[src/rtl/audio_fir.sv]
// Time-multiplexed audio FIR: one multiplier walks TAPS taps per sample, Q2.14 coefficients.
// Define AUDIO_FIR_SAT_EN to clamp the output to 16-bit range instead of wrapping.
module audio_fir #(
  parameter int TAPS  = 16,
  parameter int SHIFT = 14,
  parameter int ACC_W = 40
) (
  input  logic                    clk,
  input  logic                    reset_n,
  input  logic [15:0]             in_data,
  input  logic                    in_valid,
  output logic                    in_ready,
  output logic [15:0]             out_data,
  output logic                    out_valid,
  input  logic                    out_ready,
  input  logic                    coef_we,
  input  logic [$clog2(TAPS)-1:0] coef_addr,
  input  logic [15:0]             coef_data,
  output logic                    busy
);

  localparam int AW = $clog2(TAPS);
  localparam logic [AW-1:0] LAST_TAP = AW'(TAPS - 1);

  typedef enum logic [1:0] {
    IDLE = 2'd0,
    MAC  = 2'd1,
    OUT  = 2'd2
  } state_t;

  state_t                  state_r;
  logic signed [15:0]      x_r [TAPS];
  logic signed [15:0]      h_r [TAPS];
  logic signed [ACC_W-1:0] acc_r;
  logic [AW-1:0]           tap_r;
  logic [15:0]             out_data_r;
  logic                    in_ready_r;
  logic                    out_valid_r;
  logic                    busy_r;

  logic signed [15:0]      x_sel_s;
  logic signed [15:0]      h_sel_s;
  logic signed [31:0]      prod_s;
  logic signed [ACC_W-1:0] sum_s;

  // Scale the unshifted accumulator sum down to a 16-bit sample.
  function automatic logic [15:0] reduce_out(input logic signed [ACC_W-1:0] v);
`ifdef AUDIO_FIR_SAT_EN
    logic signed [ACC_W-1:0] s;
    logic [15:0]             r;
    s = v >>> SHIFT;
    if (s > ACC_W'(32'sd32767)) begin
      r = 16'h7FFF;
    end else if (s < ACC_W'(-32'sd32768)) begin
      r = 16'h8000;
    end else begin
      r = s[15:0];
    end
    return r;
`else
    return v[SHIFT+15:SHIFT];
`endif
  endfunction

  // The single shared multiplier, fed by the tap counter.
  assign x_sel_s = x_r[tap_r];
  assign h_sel_s = h_r[tap_r];
  assign prod_s  = 32'(x_sel_s) * 32'(h_sel_s);
  assign sum_s   = acc_r + ACC_W'(prod_s);

  assign in_ready  = in_ready_r;
  assign out_valid = out_valid_r;
  assign out_data  = out_data_r;
  assign busy      = busy_r;

  // Control FSM, delay line, coefficient bank and accumulator.
  always_ff @(posedge clk or negedge reset_n) begin
    if (!reset_n) begin
      state_r     <= IDLE;
      acc_r       <= '0;
      tap_r       <= '0;
      out_data_r  <= 16'h0000;
      in_ready_r  <= 1'b1;
      out_valid_r <= 1'b0;
      busy_r      <= 1'b0;
      for (int i = 0; i < TAPS; i++) begin
        x_r[i] <= 16'sh0000;
        h_r[i] <= 16'sh0000;
      end
      h_r[0] <= 16'sh4000;
    end else begin
      case (state_r)
        IDLE: begin
          // Coefficient write lands before the MAC pass of a sample accepted on the same edge.
          if (coef_we) begin
            h_r[coef_addr] <= coef_data;
          end
          if (in_valid) begin
            x_r[0] <= in_data;
            for (int i = 1; i < TAPS; i++) begin
              x_r[i] <= x_r[i-1];
            end
            acc_r      <= '0;
            tap_r      <= '0;
            state_r    <= MAC;
            in_ready_r <= 1'b0;
            busy_r     <= 1'b1;
          end
        end
        MAC: begin
          acc_r <= sum_s;
          tap_r <= tap_r + 1'b1;
          if (tap_r == LAST_TAP) begin
            out_data_r  <= reduce_out(sum_s);
            out_valid_r <= 1'b1;
            state_r     <= OUT;
          end
        end
        OUT: begin
          if (out_ready) begin
            out_valid_r <= 1'b0;
            in_ready_r  <= 1'b1;
            busy_r      <= 1'b0;
            state_r     <= IDLE;
          end
        end
        default: begin
          out_valid_r <= 1'b0;
          in_ready_r  <= 1'b1;
          busy_r      <= 1'b0;
          state_r     <= IDLE;
        end
      endcase
    end
  end

endmodule

[config.mk]
export PLATFORM = sky130hd
export DESIGN_NAME = audio_fir
export DESIGN_NICKNAME = d
export VERILOG_FILES = /design/src/rtl/audio_fir.sv
export SDC_FILE = /design/constraint.sdc
export NUM_CORES = 2
export LEC_CHECK = 0
export ABC_AREA = 1
export CELL_PAD_IN_SITES_DETAIL_PLACEMENT = 0
export CELL_PAD_IN_SITES_GLOBAL_PLACEMENT = 1
export CORE_MARGIN = 5
export CORE_UTILIZATION = 49
export DETAILED_ROUTE_END_ITERATION = 10
export PLACE_DENSITY = 0.86
export REMOVE_ABC_BUFFERS = 1
export SLEW_MARGIN = 5
export SYNTH_ARGS = -nofsm -noshare
export SYNTH_HDL_FRONTEND = slang
export SYNTH_SLANG_ARGS = --single-unit
[constraint.sdc]
create_clock -name clk -period 7.8 [get_ports clk]
set_input_delay 1.56 -clock clk [delete_from_list [all_inputs] [get_ports clk]]
set_output_delay 1.56 -clock clk [all_outputs]
set_load 0.01 [all_outputs]
Yosys cells after proc, flatten, opt, wreduce, memory -nomap -nowiden
Cells that the tools add are included.

Register bits: 577. Bits of input ports: 41. Output and inout port bits: 19. Logic and storage cells: 90.

Add/subtract/negate cells: 2. Multiply operators: 1. Magnitude comparators: 3. Eq/ne operators: 6. Multiplexer cells: 25. Bitwise operators: 4. Reductions and logical operators: 10.

Operators with widths (number): $bwmux 256 (1); $bmux 16 s4 (2); $mux 16 (5); $pmux 40 s2 (1); $demux 16 s4 (1); $add 40x32->40 (1); $mux 40 (1); $mul 16x16->32 (1); $ge 5x5->1 const B (2); $not 4->5 (2); $pmux 1 s3 (3); $reduce_and 3->1 (3); $pmux 4 s2 (1); $reduce_and 2->1 (4); $mux 2 (3); $ne 2x2->1 const B (3); $pmux 2 s3 (1); $lt 5x1->1 const B (1); $mux 1 (5); $add 4x1->4 const B (1); $eq 4x4->1 const B (1); $mux 4 (1); $eq 2x1->1 const B (1); $eq 2x2->1 const B (1); 4 further kinds (5).

Logic depth before layout (Yosys ltp)
Depth after elaboration: 7. Mapped depth: 39. Mapped depth without buffers: 35.

Worst setup path before layout
No wires, ideal clock.

Kind: reg2reg. Start: reg tap_r[0]. End: reg out_data_r[12], in the netlist out_data[12]. Setup time: 0.117 ns. Data arrival time: 6.668 ns. Data required time: 7.683 ns. Path slack: 1.015 ns. Cell stages (with the launch flop): 34. Buffers on the path: 4. Clock period less this slack: 6.785 ns. Path through: dfrtp_1 inv_2 buf_6 buf_2 buf_2 nor2_1 o221ai_1 o211ai_1 nand2_1 buf_4 nand2_1 fa_1 inv_1 fa_1 inv_1 fa_1 inv_1 fa_1 fa_1 inv_1 fa_1 inv_1 ha_1 nand2_1 nor2_1 nor3b_1 nand4_1 nand3_1 nand3_1 nand2_1 a21oi_1 or2_2 nand3_1 nand2_1.

Longest elaborated chain between the ends: 6. Elaborated cells on any way between the ends: 11. Classes of those cells: add/sub (1); mul (1); eq/ne (1); mux (6); bitwise (1); reduce/logical (1).

Ends and longest elaborated chain: start, declared (RTL line 35) `logic [AW-1:0] tap_r;`; start signal, assigned (RTL line 112) `tap_r <= tap_r + 1'b1;`; $not 4->5 (not written as such) (RTL line 66, 67); $bmux 16 s4 (on tied branches) (RTL line 66, 67); $mux 16 (on tied branches) (2 in series) (RTL line 66, 67); $mul 16x16->32 (RTL line 68) `assign prod_s = 32'(x_sel_s) * 32'(h_sel_s);`; $add 40x32->40 (RTL line 69) `assign sum_s = acc_r + ACC_W'(prod_s);`; end signal, assigned (RTL line 114) `out_data_r <= reduce_out(sum_s);`; end, declared (RTL line 36) `logic [15:0] out_data_r;`.

Parallel ways exist; a longest one is shown, timed or not. The select of a mux whose other input is x is not followed. A chain may end at the register's enable or synchronous reset.

Final worst setup path
Start: reg tap_r[0]. End: reg out_data_r[6], in the netlist out_data[6].

The elaborated chain is that of the path after synthesis.

==> qor.yml <==
clock_network:
  cts_setup_buffers: 0
  root_buffer: "clkbuf_16"
  cts.sinks: 567
  clock_path_buffers: 3
  cts_buffers: 61
  ctsHoldBuffers: 0
  clk_pin_slew_ns: 0.06
  clkLatencyLatePin_ns: 0.64
  htree_levels: 2
  cts_tree: "done"
routing:
  first_pass_iters: 5
  vias_per_cell: 5.307
  vias: 28400
  drt_iter0_drc: 2124
  drt-wirelength-per-cell_um: 17.02
  postRouteAntennaNets: 0
  drcViolationCount: 0
  wl_mm: 91.12
global_routing:
  grt_pass1_wl_mm: 150.2
  antenna_found_initial: 0
  grt_pass1_vias: 28530
  grt_max_degree: 237
  grt_use_total_pct: 23.31
  grt-ovfl-total: 0
timing:
  fmaxAchievable_mhz: 135.4
  post-route-min-period_ns: 7.388
  setup_viol: 0
  slew_headroom_pct: 32.13
  worstMarginPinSlew_ns: 1.018
  fin_worst_skew_ns: 0.05306
  finalCritPeriodShare_pct: 94.72
  hold_viol: 0
  tns_ns: 0
  final_max_slew_viol_count: 0
finish:
  finalNetCount: 4755
  layout-drive-gt1-share_pct: 5.532
  synthToLayoutAreaGrowth_pct: 10.23
  layout_common_cells: "nand2_1 (1024), o21ai_0 (764), inv_1 (729)"
  fillerInstances: 6847
  fin_cells: 5352
  antenna-diode-count: 0
  final_common_cell: "nand2_1"
  design_area_um2: 39820
worst_setup_path:
  crit_buf_inv: 8
  rrSetupSlack_ns: 0.41
  r2r_cells: 30
  endpoint: "out_data[6]$_DFFE_PN0P_"
  startpoint_type: "register"
  critical_path.max_fanout: 29
  cp_slowest_cell: "dfrtp_4"
  cp_top_family: "adder cells"
  crit_arrival_ns: 7.87
  critPathLaunch: "tap_r[0]$_DFFE_PN0P_"
  crit_cells: 30
  critPathKind: "reg -> reg"
  worst_path_largest_cell_delay_ns: 0.54
  r2r-start: "tap_r[0]$_DFFE_PN0P_"
  cp-end-kind: "register"
  required_ns: 8.28
  rr_endpoint: "out_data[6]$_DFFE_PN0P_"
logic_synthesis:
  ys.flop_type: "dfrtp_1"
  netlist_instances: 4397
  syn_avg_cell_area_um2: 8.215
  async_flop_share_pct: 100.0
  synthDistinctLibCells: 44
  synth_seq_area_share_pct: 39.29
  synth-edff-count: 0
  synth_warnings: 0
  syn_area_um2: 36120
  synth-seq-cells: 567
floorplanning:
  die_area_um2: 79250
  coreArea_um2: 73080
  io_pins: 60
  die-width_um: 281.5
  die_y_um: 281.5
  start_util_pct: 49.43
  rows: 99
placed_design:
  placed_area_um2: 37560
  gp_congestion: 0.8631
  portBuffers: 59
  dp_cells: 5238
  post-dp-hpwl_mm: 59.17
flow_run:
  max_cap_viol_count: 0
hold_path:
  holdPathStages: 2
  worstHoldPathType: "reg -> reg"
run_status:
  status: "completed"
[tightest hold or removal path, cell delays in order (launching register included)]
cell and delay (ns):
dfrtp_1 0.34, nand2_1 0.05, nand2_1 0.05
[worst min path at each step]
| stage | from | to | slack, ns |
|---|---|---|---|
| final | busy$_DFFE_PN0P_ | busy$_DFFE_PN0P_ | 0.47 |
| after global routing | busy$_DFFE_PN0P_ | busy$_DFFE_PN0P_ | 0.49 |
| after CTS | x_r[202]$_DFFE_PN0P_ | x_r[186]$_DFFE_PN0P_ | 0.47 |
| after detailed placement | busy$_DFFE_PN0P_ | busy$_DFFE_PN0P_ | 0.46 |
| after global placement | h_r[0]$_DFFE_PN0P_ | h_r[0]$_DFFE_PN0P_ | 0.46 |
| after floorplan | h_r[0]$_DFFE_PN0P_ | h_r[0]$_DFFE_PN0P_ | 0.45 |
[metal layers]
layer	wire length, um	global-route usage [%]
met4	2767	6.867
met5	31	0.2982
met2	44160	39.89
met1	39940	31.79
met3	4214	2.468
[layout make-up]
| class | instances | area, um2 | share of cell area [%] |
|---|---|---|---|
| Clock buffer | 98 | 1937 | 4.864 |
| Clock inverter | 14 | 180.2 | 0.4525 |
| Inverter | 735 | 2776 | 6.973 |
| Multi-Input combinational cell | 2828 | 17940 | 45.07 |
| Sequential cell | 567 | 14200 | 35.67 |
| Tap cell | 959 | 1200 | 3.014 |
| Timing Repair Buffer | 151 | 1575 | 3.956 |
[timing repair]
item	in CTS	in global routing
endpoints found under the hold margin	0	0
endpoints found under the setup margin	0	22
resized for setup	0	23
[sequential cells by signal (all words and copies together) (netlist names)]
name,count
busy,1
in_ready,1
x_r,256
h_r,256
acc_r,30
tap_r,4
out_data,16
state_r,2
out_valid,1
[per-stage QoR]
| stage | hold WS [ns] | util [%] | setup slack [ns] |
|---|---|---|---|
| finish | 0.4735 | 54.48 | 0.4120 |
| global route | 0.4922 | 54.48 | -0.008614 |
| CTS | 0.4724 | 54.29 | 0.2030 |
| detailed placement | 0.4625 | 51.39 | 0.2786 |
| global placement | 0.4602 | 51.39 | 0.3670 |
| floorplan | 0.4455 | - | -5.320 |
[logic make-up after synthesis]
group,synth area share (%)
simple gates,16.03
xor+xnor,0.3152
fa+ha+maj,18.55
buf+inv,11.23
compound gates,14.59
flops,39.29
[synthesized netlist by cell type (6+ instances only)]
master    count  area, um2
or2_2        10      62.56
a22o_1        6      52.55
nor3_1        6      30.03
a21oi_1     142      710.7
o21ai_1       7      35.03
buf_4        33      247.7
nand2_1    1032       3874
xor2_1        6      52.55
nand3_1     190      950.9
o21ai_0     764       3824
nor2_1      176      660.6
dfrtp_1     565      14140
o22ai_1      10      62.56
buf_6        15      168.9
o221ai_1     39      341.6
clkbuf_1    158      593.1
nand4_1      10      62.56
xnor2_1       7      61.31
buf_1        16      60.06
buf_2        45      225.2
o211ai_1     16      120.1
fa_1        276       5525
inv_1       732       2748
ha_1         94       1176
nand2_2      10      62.56
Power is not shown: default switching activity piles up to over one toggle a cycle in this logic, so the estimate is an artifact.
